$ cat src/rtl/mem_pkg.sv
// Shared definitions for the load/store stage: funct3 size codes, FSM states
// and small decode helpers used by the datapath.
package mem_pkg;

  localparam logic [2:0] MEM_B  = 3'b000;
  localparam logic [2:0] MEM_H  = 3'b001;
  localparam logic [2:0] MEM_W  = 3'b010;
  localparam logic [2:0] MEM_BU = 3'b100;
  localparam logic [2:0] MEM_HU = 3'b101;

  typedef enum logic [1:0] {
    IDLE = 2'd0,
    REQ  = 2'd1,
    WAIT = 2'd2
  } state_t;

  // Any funct3 outside the supported set behaves as a full word access.
  function automatic logic [2:0] norm_size(input logic [2:0] size);
    case (size)
      MEM_B, MEM_H, MEM_W, MEM_BU, MEM_HU: norm_size = size;
      default:                             norm_size = MEM_W;
    endcase
  endfunction

  function automatic logic is_misaligned(input logic [2:0] size, input logic [1:0] off);
    case (size)
      MEM_H, MEM_HU: is_misaligned = off[0];
      MEM_W:         is_misaligned = (off != 2'b00);
      default:       is_misaligned = 1'b0;
    endcase
  endfunction

endpackage

$ cat src/rtl/mem_access_load_align.sv
// Load data alignment: moves the addressed byte/halfword down to bit 0 and
// sign- or zero-extends it according to the access size.
module load_align
  import mem_pkg::*;
#(
  parameter int XLEN = 32
) (
  input  logic [XLEN-1:0] rdata,
  input  logic [1:0]      off,
  input  logic [2:0]      size,
  output logic [XLEN-1:0] data
);

  logic [XLEN-1:0] shifted;

  // Lane shift followed by extension of the selected field.
  always_comb begin
    shifted = rdata >> {off, 3'b000};
    case (size)
      MEM_B:   data = {{(XLEN-8){shifted[7]}}, shifted[7:0]};
      MEM_BU:  data = {{(XLEN-8){1'b0}}, shifted[7:0]};
      MEM_H:   data = {{(XLEN-16){shifted[15]}}, shifted[15:0]};
      MEM_HU:  data = {{(XLEN-16){1'b0}}, shifted[15:0]};
      default: data = shifted;
    endcase
  end

endmodule

$ cat src/rtl/mem_access.sv
// Load/store stage: issues one data-memory transaction per accepted memory
// instruction and presents a registered write-back triple.
module mem_access
  import mem_pkg::*;
#(
  parameter int XLEN       = 32,
  parameter int REG_ADDR_W = 5
) (
  input  logic                  clk_i,
  input  logic                  reset_i,
  input  logic                  halt_i,
  input  logic                  valid_i,
  output logic                  ready_o,
  input  logic                  is_load_i,
  input  logic                  is_store_i,
  input  logic [2:0]            mem_size_i,
  input  logic [XLEN-1:0]       alu_result_i,
  input  logic [XLEN-1:0]       store_data_i,
  input  logic [REG_ADDR_W-1:0] rd_addr_i,
  input  logic                  rd_write_en_i,
  output logic                  dmem_req_o,
  output logic                  dmem_we_o,
  output logic [XLEN-1:0]       dmem_addr_o,
  output logic [XLEN/8-1:0]     dmem_be_o,
  output logic [XLEN-1:0]       dmem_wdata_o,
  input  logic                  dmem_gnt_i,
  input  logic                  dmem_rvalid_i,
  input  logic [XLEN-1:0]       dmem_rdata_i,
  input  logic                  dmem_err_i,
  output logic                  valid_o,
  output logic [REG_ADDR_W-1:0] rd_addr_o,
  output logic                  rd_write_en_o,
  output logic [XLEN-1:0]       rd_data_o,
  output logic                  misalign_o,
  output logic                  bus_err_o
);

  localparam int BE_W = XLEN / 8;

  state_t state;
  state_t state_next;

  logic                  accept;
  logic                  is_mem;
  logic [2:0]            eff_size;
  logic [1:0]            in_off;
  logic                  misaligned;
  logic                  start_req;
  logic [BE_W-1:0]       lane_be;
  logic [XLEN-1:0]       lane_wdata;
  logic [XLEN-1:0]       load_data;

  logic                  req_we;
  logic [XLEN-1:0]       req_addr;
  logic [BE_W-1:0]       req_be;
  logic [XLEN-1:0]       req_wdata;
  logic [1:0]            req_off;
  logic [2:0]            req_size;
  logic [REG_ADDR_W-1:0] req_rd_addr;
  logic                  req_rd_we;

  logic                  valid_next;
  logic [REG_ADDR_W-1:0] rd_addr_next;
  logic                  rd_we_next;
  logic [XLEN-1:0]       rd_data_next;
  logic                  misalign_next;
  logic                  bus_err_next;

  assign ready_o    = (state == IDLE) & ~halt_i;
  assign accept     = valid_i & ready_o;
  assign is_mem     = is_load_i | is_store_i;
  assign eff_size   = norm_size(mem_size_i);
  assign in_off     = alu_result_i[1:0];
  assign misaligned = is_mem & is_misaligned(eff_size, in_off);
  assign start_req  = accept & is_mem & ~misaligned;

  assign dmem_we_o    = req_we;
  assign dmem_addr_o  = req_addr;
  assign dmem_be_o    = req_be;
  assign dmem_wdata_o = req_wdata;

  // Byte enables and replicated store data for the addressed lanes.
  always_comb begin
    case (eff_size)
      MEM_B, MEM_BU: begin
        lane_be    = {{(BE_W-1){1'b0}}, 1'b1} << in_off;
        lane_wdata = {BE_W{store_data_i[7:0]}};
      end
      MEM_H, MEM_HU: begin
        lane_be    = {{(BE_W-2){1'b0}}, 2'b11} << in_off;
        lane_wdata = {(XLEN/16){store_data_i[15:0]}};
      end
      default: begin
        lane_be    = {BE_W{1'b1}};
        lane_wdata = store_data_i;
      end
    endcase
  end

  load_align #(
    .XLEN (XLEN)
  ) u_load_align (
    .rdata (dmem_rdata_i),
    .off   (req_off),
    .size  (req_size),
    .data  (load_data)
  );

  // FSM state register.
  always_ff @(posedge clk_i) begin
    if (reset_i) begin
      state <= IDLE;
    end else begin
      state <= state_next;
    end
  end

  // FSM next-state logic; a set is_load_i wins over is_store_i.
  always_comb begin
    state_next = state;
    case (state)
      IDLE: begin
        if (start_req) state_next = REQ;
        else           state_next = IDLE;
      end
      REQ: begin
        if (dmem_gnt_i) state_next = req_we ? IDLE : WAIT;
        else            state_next = REQ;
      end
      WAIT: begin
        if (dmem_rvalid_i) state_next = IDLE;
        else               state_next = WAIT;
      end
      default: state_next = IDLE;
    endcase
  end

  // FSM outputs: bus request plus next values of the write-back triple.
  always_comb begin
    dmem_req_o    = (state == REQ);
    valid_next    = 1'b0;
    rd_addr_next  = rd_addr_o;
    rd_we_next    = 1'b0;
    rd_data_next  = rd_data_o;
    misalign_next = 1'b0;
    bus_err_next  = 1'b0;
    case (state)
      IDLE: begin
        if (accept & ~is_mem) begin
          valid_next   = 1'b1;
          rd_addr_next = rd_addr_i;
          rd_data_next = alu_result_i;
          rd_we_next   = rd_write_en_i & (rd_addr_i != {REG_ADDR_W{1'b0}});
        end else if (accept & misaligned) begin
          valid_next    = 1'b1;
          rd_addr_next  = rd_addr_i;
          misalign_next = 1'b1;
        end else begin
          valid_next = 1'b0;
        end
      end
      REQ: begin
        if (dmem_gnt_i & req_we) begin
          valid_next   = 1'b1;
          rd_addr_next = req_rd_addr;
        end else begin
          valid_next = 1'b0;
        end
      end
      WAIT: begin
        if (dmem_rvalid_i) begin
          valid_next   = 1'b1;
          rd_addr_next = req_rd_addr;
          if (dmem_err_i) begin
            bus_err_next = 1'b1;
          end else begin
            rd_data_next = load_data;
            rd_we_next   = req_rd_we;
          end
        end else begin
          valid_next = 1'b0;
        end
      end
      default: valid_next = 1'b0;
    endcase
  end

  // Request fields captured at acceptance and held until the bus completes.
  always_ff @(posedge clk_i) begin
    if (reset_i) begin
      req_we      <= 1'b0;
      req_addr    <= {XLEN{1'b0}};
      req_be      <= {BE_W{1'b0}};
      req_wdata   <= {XLEN{1'b0}};
      req_off     <= 2'b00;
      req_size    <= 3'b000;
      req_rd_addr <= {REG_ADDR_W{1'b0}};
      req_rd_we   <= 1'b0;
    end else if (start_req) begin
      req_we      <= ~is_load_i;
      req_addr    <= {alu_result_i[XLEN-1:2], 2'b00};
      req_be      <= lane_be;
      req_wdata   <= lane_wdata;
      req_off     <= in_off;
      req_size    <= eff_size;
      req_rd_addr <= rd_addr_i;
      req_rd_we   <= rd_write_en_i & (rd_addr_i != {REG_ADDR_W{1'b0}});
    end else begin
      req_we      <= req_we;
      req_addr    <= req_addr;
      req_be      <= req_be;
      req_wdata   <= req_wdata;
      req_off     <= req_off;
      req_size    <= req_size;
      req_rd_addr <= req_rd_addr;
      req_rd_we   <= req_rd_we;
    end
  end

  // Registered write-back outputs.
  always_ff @(posedge clk_i) begin
    if (reset_i) begin
      valid_o       <= 1'b0;
      rd_addr_o     <= {REG_ADDR_W{1'b0}};
      rd_write_en_o <= 1'b0;
      rd_data_o     <= {XLEN{1'b0}};
      misalign_o    <= 1'b0;
      bus_err_o     <= 1'b0;
    end else begin
      valid_o       <= valid_next;
      rd_addr_o     <= rd_addr_next;
      rd_write_en_o <= rd_we_next;
      rd_data_o     <= rd_data_next;
      misalign_o    <= misalign_next;
      bus_err_o     <= bus_err_next;
    end
  end

endmodule

$ cat config.mk
export PLATFORM = sky130hd
export DESIGN_NAME = mem_access
export DESIGN_NICKNAME = d
export VERILOG_FILES = /design/src/rtl/mem_pkg.sv /design/src/rtl/mem_access_load_align.sv /design/src/rtl/mem_access.sv
export SDC_FILE = /design/constraint.sdc
export NUM_CORES = 1
export LEC_CHECK = 0
export ABC_AREA = 1
export ABC_CLOCK_PERIOD_IN_PS = 1540
export BUFFER_PORTS_ARGS = -buffer_cell sky130_fd_sc_hd__buf_2
export CAP_MARGIN = 10
export CORE_ASPECT_RATIO = 1.5
export CORE_MARGIN = 2
export CORE_UTILIZATION = 29
export DETAILED_ROUTE_END_ITERATION = 8
export PLACE_DENSITY = 0.64
export RECOVER_POWER = 100
export SETUP_SLACK_MARGIN = 0.2
export SLEW_MARGIN = 20
export SYNTH_ARGS = -nofsm -noshare
export SYNTH_HDL_FRONTEND = slang
export SYNTH_HIERARCHICAL = 1
export SYNTH_SLANG_ARGS = --single-unit
$ cat constraint.sdc
create_clock -name clk_i -period 1.54 [get_ports clk_i]
set_input_delay 0.385 -clock clk_i [delete_from_list [all_inputs] [get_ports clk_i]]
set_output_delay 0.385 -clock clk_i [all_outputs]
set_load 0.005 [all_outputs]
==> results.json, run 1 <==
{
  "status": "finished with violations",
  "failed_checks": "setup timing",
  "nFillCells": 2033,
  "gr-usage-met1_pct": 23.2,
  "ys_seq_elements": 121,
  "crit_arrival_ns": 2.02,
  "crit_path_start_kind": "register",
  "fp.dieW_um": 124,
  "cp_data_required_time_ns": 1.86,
  "grt_first_pass_wirelength_mm": 39.8,
  "synth.top_cell.area_share_pct": 38.5,
  "setup_violations": 118,
  "clk_latency_ns": 0.42,
  "grt_overflow_total": 0,
  "endpoint_kind": "register",
  "ant_nets": 0,
  "fin_cells": 1502,
  "max_slew_margin_pct": 57.2,
  "core-area_um2": 21500,
  "synthTopCellsByCount": "nand2_1, nor2_1, dfxtp_1",
  "seq_area_frac_synth_pct": 38.5,
  "tns_ns": -10.99,
  "rows": 66,
  "drc_errors": 0,
  "worstMarginPinSlew_ns": 0.641,
  "skew_ns": 0.0102,
  "final_net_count": 1333,
  "worst-setup-path-type": "reg2reg",
  "cts-root-buf": "clkbuf_16",
  "die_h_um": 185,
  "yosys.area.top_type": "dfxtp_1",
  "multiInputGateArea_um2": 4140,
  "synth.avg_cell_area_um2": 6.98,
  "grt-busiest-layer": "met2",
  "drtPass1Iterations": 5,
  "dpl.hpwl_mm": 17.2,
  "powerDensity_nw_per_um2": 887,
  "timing.rr.end": "rd_data_o[20]",
  "first_iter_violations": 400,
  "clk_pin_slew_ns": 0.06,
  "timing.final.crit_share_pct": 111,
  "synth.top_cells.by_area": "dfxtp_1, nand2_1, nor2_1",
  "p_leak_nw": 4.95,
  "async_reset_ff_share_pct": 0,
  "cts_tree": "built",
  "hold_path_startpoint": "store_data_i[5]",
  "cts_buffers": 17,
  "synth_edf_count": 0,
  "r2r_start": "state[0]",
  "port_buffers": 223,
  "rrSetupSlack_ns": -0.17,
  "synth_most_common_cell": "nand2_1",
  "ff_latch_area_um2": 2440,
  "syn_inst": 903,
  "holdPathStages": 3,
  "htreeDepth": 4,
  "max-vdd-ir-drop_mv": 0.733,
  "ctsHoldBuffers": 0,
  "place_congestion": 0.971,
  "synthDistinctLibCells": 35,
  "min_period_ns": 1.71,
  "clockBufferDepth": 2,
  "wl_per_cell_um": 17.7,
  "postLayoutCoreUtil_pct": 50.2,
  "reg2reg_depth": 12,
  "use_met3_pct": 5.72,
  "drive_gt1_share_pct": 47.9,
  "grt_max_degree": 41,
  "grt_pass1_vias": 7196,
  "holdPathEnd": "dmem_wdata_o[5]",
  "vias": 7430,
  "syn-cell-area_um2": 6300,
  "hold_viol": 0,
  "initial_core_util_pct": 29.3,
  "yosysWarningCount": 6,
  "viasPerCell": 4.95,
  "area_growth_pct": 71.0,
  "max_clock_freq_mhz": 586,
  "hold_class": "in2reg",
  "cp_max_fo": 6,
  "cts_sinks": 121,
  "slew_violations": 0,
  "met2_usage_pct": 40.7,
  "synth_ff_type": "dfxtp_1",
  "fin_ws_ns": -0.166,
  "cap_violations": 0,
  "die_area_um2": 22900,
  "io_pins": 226,
  "track_usage_pct": 22.5,
  "routed_wl_mm": 26.7,
  "grt_setup_unrepaired": "true",
  "placedCellCount": 1403,
  "antenna_found_initial": 6
}
[layer usage]
layer	routed length, um	vias up
met4	1250	4
met3	1710	80
met5	21	-
li1	-	3592
met1	9690	3436
met2	14000	318
[cell families after synthesis]
family | Yosys count | synth area share, %
muxes | 34 | 5.40
DFF | 121 | 38.5
AOI/OAI and AO/OA | 161 | 13.0
buffers and inverters | 94 | 9.27
adders and majority gates | 5 | 0.993
and+or+nand+nor | 487 | 32.8
other | 1 | 0.0595
[cell type report]
class	instances	area share (%)
clock inverters	7	1.05
repair inverters	1	0.105
inverters	30	1.21
repair buffers	352	28.6
flip-flops and latches	121	22.7
multi-input cells	691	38.4
diodes	4	0.0929
well taps	272	3.16
clock buffers	24	4.67
[registers in the layout, summed over array words and instances, names as in the netlist, 2 cells and up]
register      count
dmem_addr_o      30
dmem_be_o         4
dmem_wdata_o     32
rd_addr_o         5
rd_data_o        32
req_off           2
req_rd_addr       5
req_size          3
state             2
[per-stage QoR]
| stage | power (mW) | setup slack (ns) | area, um^2 | hold WS (ns) |
|---|---|---|---|---|
| 2_1_floorplan | 4.23 | 0.102 | 6450 | 0.453 |
| 3_3_place_gp | 4.87 | -0.227 | 8130 | 0.447 |
| 3_5_place_dp | 4.88 | -0.264 | 8130 | 0.451 |
| 4_1_cts | 9.53 | -0.155 | 10400 | 0.190 |
| 5_1_grt | 9.93 | -0.241 | 10800 | 0.222 |
| 6_report | 9.56 | -0.166 | 10800 | 0.225 |
[how the worst max path moves through the flow]
stage,startpoint,end
global route,state[0],rd_data_o[20]
CTS,state[1],ready_o
floorplan,state[0],rd_data_o[15]
global placement,req_size[1],rd_data_o[28]
finish,state[0],rd_data_o[20]
detailed placement,req_size[1],rd_data_o[28]
[layout by cell type (no fill, tap or decap), types with 4 or more instances in the layout]
cell type and instances:
nor2_2 29, inv_1 20, nand2_1 173, nand2_4 16
o21ai_1 9, clkbuf_16 19, clkbuf_1 18, buf_2 205
dfxtp_1 110, nand2_2 22, o21ai_2 33, buf_4 52
o21ai_0 30, a21oi_2 39, a21oi_1 43, inv_2 4
buf_6 18, dfxtp_2 9, nor2_4 13, buf_16 26
buf_8 6, nand3_4 5, nand3_1 55, nor2_1 137
mux2i_1 33, buf_12 29, inv_4 4, diode_2 4
nand3_2 33
[power breakdown]
part	total, mW	switching (mW)	internal, mW	leakage [nW]
logic	1.95	1.04	0.914	3.66
registers	3.38	0.0986	3.29	0.991
clock network	4.22	1.47	2.75	0.301
total	9.56	2.60	6.95	4.95
[worst max-delay path, cell delays in order, from the launching register on]
cell and delay [ns]:
dfxtp_2 0.33, inv_2 0.08, buf_6 0.10, ha_4 0.16
inv_4 0.05, buf_6 0.11, o21ai_4 0.16, buf_12 0.16
buf_8 0.13, buf_16 0.12, nand3_2 0.08, nand2_2 0.08
nor2_1 0.04
[repair_timing]
item,in CTS,in global routing
buffers inserted,30,4
pin swaps,41,34
endpoints found under the setup margin,121,131
gates cloned,29,1
gates resized for setup,234,73
No activity file was read; power rests on OpenSTA's default activity.
==> run 2, diff against run 1 <==
--- a/config.mk
+++ b/config.mk
@@ -8,7 +8,7 @@
 export ABC_AREA = 1
 export ABC_CLOCK_PERIOD_IN_PS = 1540
 export BUFFER_PORTS_ARGS = -buffer_cell sky130_fd_sc_hd__buf_2
-export CAP_MARGIN = 10
+export CAP_MARGIN = 20
 export CORE_ASPECT_RATIO = 1.5
 export CORE_MARGIN = 2
 export CORE_UTILIZATION = 29
==> constraint.sdc (replaced) <==
create_clock -name clk_i -period 1.54 [get_ports clk_i]
set_input_delay 0.231 -clock clk_i [delete_from_list [all_inputs] [get_ports clk_i]]
set_output_delay 0.231 -clock clk_i [all_outputs]
set_load 0.005 [all_outputs]
==> run 2 against run 1 <==
The run still ends with setup timing left; cell area shrank 6.3%; die area stayed put; non-clock buffer count is 26 lower; maximum frequency increased by 4.4%; critical path depth down 3; first-iteration DRC count rose by 22%; largest power group unchanged; highest routed layer unchanged.
==> results.json, run 2 (synthesized netlist as in run 1, its figures left out) <==
{
  "fin_cells": 1475,
  "viasPerCell": 4.94,
  "r2r_start": "state[1]",
  "die_area_um2": 22900,
  "area_growth_pct": 60.3,
  "worst-setup-path-type": "reg2reg",
  "power_frac_comb_pct": 20.3,
  "grt_overflow_total": 0,
  "rows": 66,
  "clockBufferDepth": 2,
  "status": "finished with violations",
  "p_total_mw": 9.00,
  "power_frac_clock_pct": 42.2,
  "timing.final.crit_share_pct": 106,
  "fin_ws_ns": -0.0948,
  "die_h_um": 185,
  "place_congestion": 0.860,
  "failed_checks": "setup timing",
  "crit_path_top_delay_cell": "dfxtp_4",
  "grt_max_degree": 59,
  "first_iter_violations": 487,
  "ant_nets": 0,
  "crit_path_start_kind": "register",
  "vias": 7293,
  "initial_core_util_pct": 29.3,
  "htreeDepth": 4,
  "final_common_cell": "buf_2",
  "grt_pass1_vias": 6823,
  "cts_sinks": 121,
  "power_switching_mw": 2.58,
  "track_usage_pct": 21.0,
  "hold_path_startpoint": "alu_result_i[21]",
  "startpoint": "state[1]",
  "cts-root-buf": "clkbuf_16",
  "min_period_ns": 1.63,
  "dpl.hpwl_mm": 17.1,
  "endpoint_kind": "register",
  "critPathBufInv": 3,
  "p_seq_share_pct": 37.5,
  "grt_first_pass_wirelength_mm": 37.4,
  "fp.dieW_um": 124,
  "powerDensity_nw_per_um2": 891,
  "core-area_um2": 21500,
  "cp_max_fo": 7,
  "swShare_pct": 28.6,
  "slew_violations": 0,
  "final_net_count": 1307,
  "path_delay_family": "simple AND/OR/NAND/NOR gates",
  "cpMostUsedCell": "nand3_4",
  "antenna_found_initial": 6,
  "skew_ns": 0.00836,
  "ctsHoldBuffers": 0,
  "drc_errors": 0,
  "port_buffers": 223,
  "most-common-layout-cells": "buf_2, nand2_1, nor2_1",
  "max-vdd-ir-drop_mv": 0.707,
  "routed_wl_mm": 25.9,
  "path_cells": "inv_4 -> ha_4 -> nand3_4 -> nor2_4 -> nand3_4 -> buf_12 -> clkbuf_16 -> o21ai_4 -> nor2_2",
  "cts_tree": "built",
  "clk_latency_ns": 0.43,
  "drtPass1Iterations": 5,
  "io_pins": 226,
  "max_clock_freq_mhz": 612,
  "crit_path_max_incr_delay_ns": 0.35,
  "cts_buffers": 17,
  "crit_arrival_ns": 1.96,
  "setup_violations": 94,
  "wl_per_cell_um": 17.5,
  "placedInstanceArea_um2": 8110,
  "final_area_um2": 10100,
  "clk_pin_slew_ns": 0.06,
  "drive_gt1_share_pct": 43.5,
  "p_leak_nw": 4.69,
  "hold_class": "in2reg",
  "hold_viol": 0,
  "placedCellCount": 1396,
  "power.internal_mw": 6.42,
  "cp_data_required_time_ns": 1.86,
  "cap_violations": 0,
  "grt_setup_unrepaired": "true"
}
run 2: cell types whose count changed in the layout (fill, tap and decap cells not counted), moves of 14 or more:
cell	before	now
buf_16	26	9
clkbuf_1	18	3
o21ai_2	33	19
a21oi_2	39	19
buf_2	205	221
a21oi_1	43	62
o21ai_1	9	24
run 2: what timing repair did:
action,4_1_cts,5_1_grt
setup buffers,14,10
pin swaps,35,54
hold endpoints to repair,0,0
resized for setup,94,119
cloned,13,8
endpoints found under the setup margin,117,121
run 2: path summary, 6_finish.rpt:
path	depth (start not counted)	endpoint	slack (ns)
worst max-delay path	9	dmem_addr_o[3]	-0.09
worst min-delay path	3	dmem_addr_o[21]	0.07
worst max register to register	9	dmem_addr_o[3]	-0.09
worst min register to register	2	dmem_wdata_o[15]	0.46
run 2: final cells by class:
class | instances | area [um^2]
Fill cell | 2165 | 11400
Multi-Input combinational cell | 692 | 3990
Timing Repair Buffer | 326 | 2640
Sequential cell | 121 | 2430
Clock buffer | 22 | 474
Tap cell | 272 | 340
Inverter | 30 | 138
Clock inverter | 8 | 72.6
Antenna cell | 4 | 10.0
run 2: layer usage:
layer | share of wire, % | global-route usage, % | up-vias
met5 | 0.13 | 0 | -
met3 | 6.2 | 5.43 | 80
li1 | - | - | 3540
met4 | 4.3 | 11.4 | 4
met2 | 52 | 37.7 | 280
met1 | 37 | 22.5 | 3389
run 2: power groups by stage:
stage,Clock (mW),Sequential (mW),Combinational [mW]
after floorplan,0,3.44,0.794
after global placement,0,3.43,1.42
after detailed placement,0,3.43,1.43
after CTS,3.88,3.37,1.65
after global routing,4.01,3.39,1.97
final,3.79,3.38,1.83
run 2: worst register-to-register path, delay by kind of cell, from the launching register on:
family | cells | cell delay, ns
AO/OA/AOI/OAI | 1 | 0.13
flip-flops | 1 | 0.35
adder cells (fa/ha/maj) | 1 | 0.15
buffers and inverters | 3 | 0.45
AND/OR/NAND/NOR | 4 | 0.46
run 2: stage by stage:
stage	TNS (ns)	setup slack, ns	hold slack [ns]	util (%)
after floorplan	0	0.102	0.300	-
after global placement	-3.71	-0.223	0.447	37.8
after detailed placement	-5.31	-0.265	0.451	37.8
after CTS	-2.12	-0.0589	0.0508	43.8
after global routing	-12.68	-0.179	0.0692	47.0
final	-3.43	-0.0948	0.0670	47.0
==> run 3, diff against run 2 <==
--- a/config.mk
+++ b/config.mk
@@ -9,11 +9,13 @@
 export ABC_CLOCK_PERIOD_IN_PS = 1540
 export BUFFER_PORTS_ARGS = -buffer_cell sky130_fd_sc_hd__buf_2
 export CAP_MARGIN = 20
+export CELL_PAD_IN_SITES_DETAIL_PLACEMENT = 0
+export CELL_PAD_IN_SITES_GLOBAL_PLACEMENT = 1
 export CORE_ASPECT_RATIO = 1.5
 export CORE_MARGIN = 2
 export CORE_UTILIZATION = 29
 export DETAILED_ROUTE_END_ITERATION = 8
-export PLACE_DENSITY = 0.64
+export PLACE_DENSITY = 0.83
 export RECOVER_POWER = 100
 export SETUP_SLACK_MARGIN = 0.2
 export SLEW_MARGIN = 20
==> run 3 against run 2 <==
The run still ends with setup timing left; hold slack worse by 0.0010 ns; sequential share of layout area is 0.17 points lower; clock power is 4% higher; non-clock buffer count is 9 lower; die area stayed put; first-iteration DRC count is 9.2% lower; register-to-register slack worse by 0.02 ns; setup slack worse by 0.021 ns; global-route usage is 1.2 points higher; utilization is 0.34 points higher; cell area is 0.72% higher; flip-flop and latch count stayed put; critical path type unchanged; highest routed layer unchanged.
==> results.json, run 3 (synthesized netlist as in run 1, its figures left out) <==
{
  "hold_path_startpoint": "store_data_i[7]",
  "antenna_found_initial": 4,
  "ctsHoldBuffers": 0,
  "hold_ws_ns": 0.0660,
  "cts-root-buf": "clkbuf_16",
  "rrSetupSlack_ns": -0.12,
  "path_cells": "inv_2 -> buf_4 -> ha_4 -> inv_2 -> buf_4 -> o21ai_4 -> buf_12 -> clkbuf_16 -> nand3_1 -> nand2_1 -> nor2_1",
  "drive_gt1_share_pct": 39.1,
  "swShare_pct": 28.3,
  "reg2reg_depth": 11,
  "grt_max_degree": 64,
  "placedCellCount": 1383,
  "failed_checks": "setup timing",
  "fp.dieW_um": 124,
  "max-vdd-ir-drop_mv": 0.715,
  "routed_wl_mm": 26.8,
  "place_congestion": 0.912,
  "clk_pin_slew_ns": 0.06,
  "vias": 7357,
  "holdPathStages": 3,
  "max_clock_freq_mhz": 604,
  "hold_viol": 0,
  "skew_ns": 0.0110,
  "area_growth_pct": 61.5,
  "track_usage_pct": 22.2,
  "cap_violations": 0,
  "port_buffers": 223,
  "final_common_cell": "nand2_1",
  "cts_sinks": 121,
  "timing.final.crit_share_pct": 108,
  "wl_per_cell_um": 18.3,
  "core-area_um2": 21500,
  "p_leak_nw": 4.47,
  "grt_first_pass_wirelength_mm": 39.2,
  "rows": 66,
  "die_h_um": 185,
  "cts_tree": "built",
  "crit_arrival_ns": 1.98,
  "r2r_start": "state[0]",
  "fin_ws_ns": -0.116,
  "power_frac_clock_pct": 42.9,
  "power_switching_mw": 2.62,
  "ant_nets": 0,
  "grt_overflow_total": 0,
  "htreeDepth": 4,
  "fin_cells": 1468,
  "crit_path_top_delay_cell": "dfxtp_2",
  "cp_data_required_time_ns": 1.86,
  "most-common-layout-cells": "nand2_1, buf_2, dfxtp_1",
  "holdPathEnd": "dmem_wdata_o[7]",
  "endpoint_kind": "register",
  "dpl.hpwl_mm": 16.9,
  "powerDensity_nw_per_um2": 907,
  "cp_max_fo": 9,
  "min_period_ns": 1.66,
  "grt_pass1_vias": 6987,
  "slew_violations": 0,
  "clk_latency_ns": 0.43,
  "io_pins": 226,
  "hold_class": "in2reg",
  "drc_errors": 0,
  "first_iter_violations": 442,
  "clockBufferDepth": 2,
  "final_net_count": 1300,
  "setup_violations": 115,
  "cts_buffers": 17,
  "grt_setup_unrepaired": "true",
  "power_frac_comb_pct": 20.3,
  "viasPerCell": 5.01,
  "timing.rr.end": "rd_data_o[1]",
  "die_area_um2": 22900,
  "crit_path_start_kind": "register",
  "drtPass1Iterations": 7,
  "p_seq_share_pct": 36.8,
  "power.internal_mw": 6.61,
  "worst-setup-path-type": "reg2reg",
  "status": "finished with violations",
  "initial_core_util_pct": 29.3,
  "crit_path_max_incr_delay_ns": 0.32
}
-- run 3: cell count changes in the layout (fill, tap and decap cells not counted), sizes merged --
cell	before	now
buf	316	236
clkbuf	31	104
bufbuf	1	0
bufinv	1	2
diode	4	3
nand3	95	96
-- run 3: worst max path at each step --
stage / to / slack, ns / depth (start not counted) / from
final: rd_data_o[1] / -0.12 / 11 / state[0]
after global routing: dmem_wdata_o[4] / -0.19 / 10 / state[1]
after CTS: rd_data_o[0] / -0.06 / 10 / state[0]
after detailed placement: rd_data_o[29] / -0.31 / 8 / req_size[1]
after global placement: rd_data_o[27] / -0.28 / 8 / req_size[1]
after floorplan: rd_data_o[15] / 0.10 / 8 / state[0]
-- run 3: metrics by stage --
stage	utilization, %	power (mW)	area [um^2]	setup TNS [ns]	worst slack, ns
3_5_place_dp	37.2	4.83	7980	-5.51	-0.305
2_1_floorplan	-	4.23	6450	0	0.102
6_report	47.4	9.23	10200	-7.20	-0.116
4_1_cts	44.8	9.19	9620	-2.77	-0.0604
3_3_place_gp	37.2	4.82	7980	-4.18	-0.279
5_1_grt	47.4	9.65	10200	-17.13	-0.189
-- run 3: routing by layer --
layer	up-vias	share of wire [%]	track usage, %
met2	300	54	40.3
met1	3439	36	23.1
met4	2	4.3	12.7
li1	3547	-	-
met3	69	5.9	5.81
met5	-	0.052	0
-- run 3: critical path: cells and delay by family, from the launching register on --
kind	cells	cell delay (ns)
AO/OA/AOI/OAI	1	0.16
adder cells (fa/ha/maj)	1	0.16
buffers and inverters	6	0.74
flip-flops	1	0.32
AND/OR/NAND/NOR	3	0.16
-- run 3: cell type report --
cell class,count,area [um^2]
Clock buffer,23,478
Multi-Input combinational cell,693,4100
Fill cell,2206,11300
Timing Repair inverter,1,16.3
Timing Repair Buffer,317,2570
Clock inverter,8,95.1
Tap cell,272,340
Sequential cell,121,2430
Antenna cell,3,7.51
Inverter,30,139
-- run 3: what timing repair did --
item	CTS	global route
gates cloned	18	10
setup endpoints to repair	117	121
setup buffers	17	6
pin swaps	37	54
gates resized for setup	164	105
-- run 3: power by group through the flow --
stage               Clock, mW  Sequential (mW)  Combinational [mW]
floorplan                   0             3.44               0.794
global placement            0             3.43                1.39
detailed placement          0             3.43                1.40
CTS                      4.07             3.38                1.75
global route             4.21             3.41                2.03
finish                   3.96             3.39                1.87
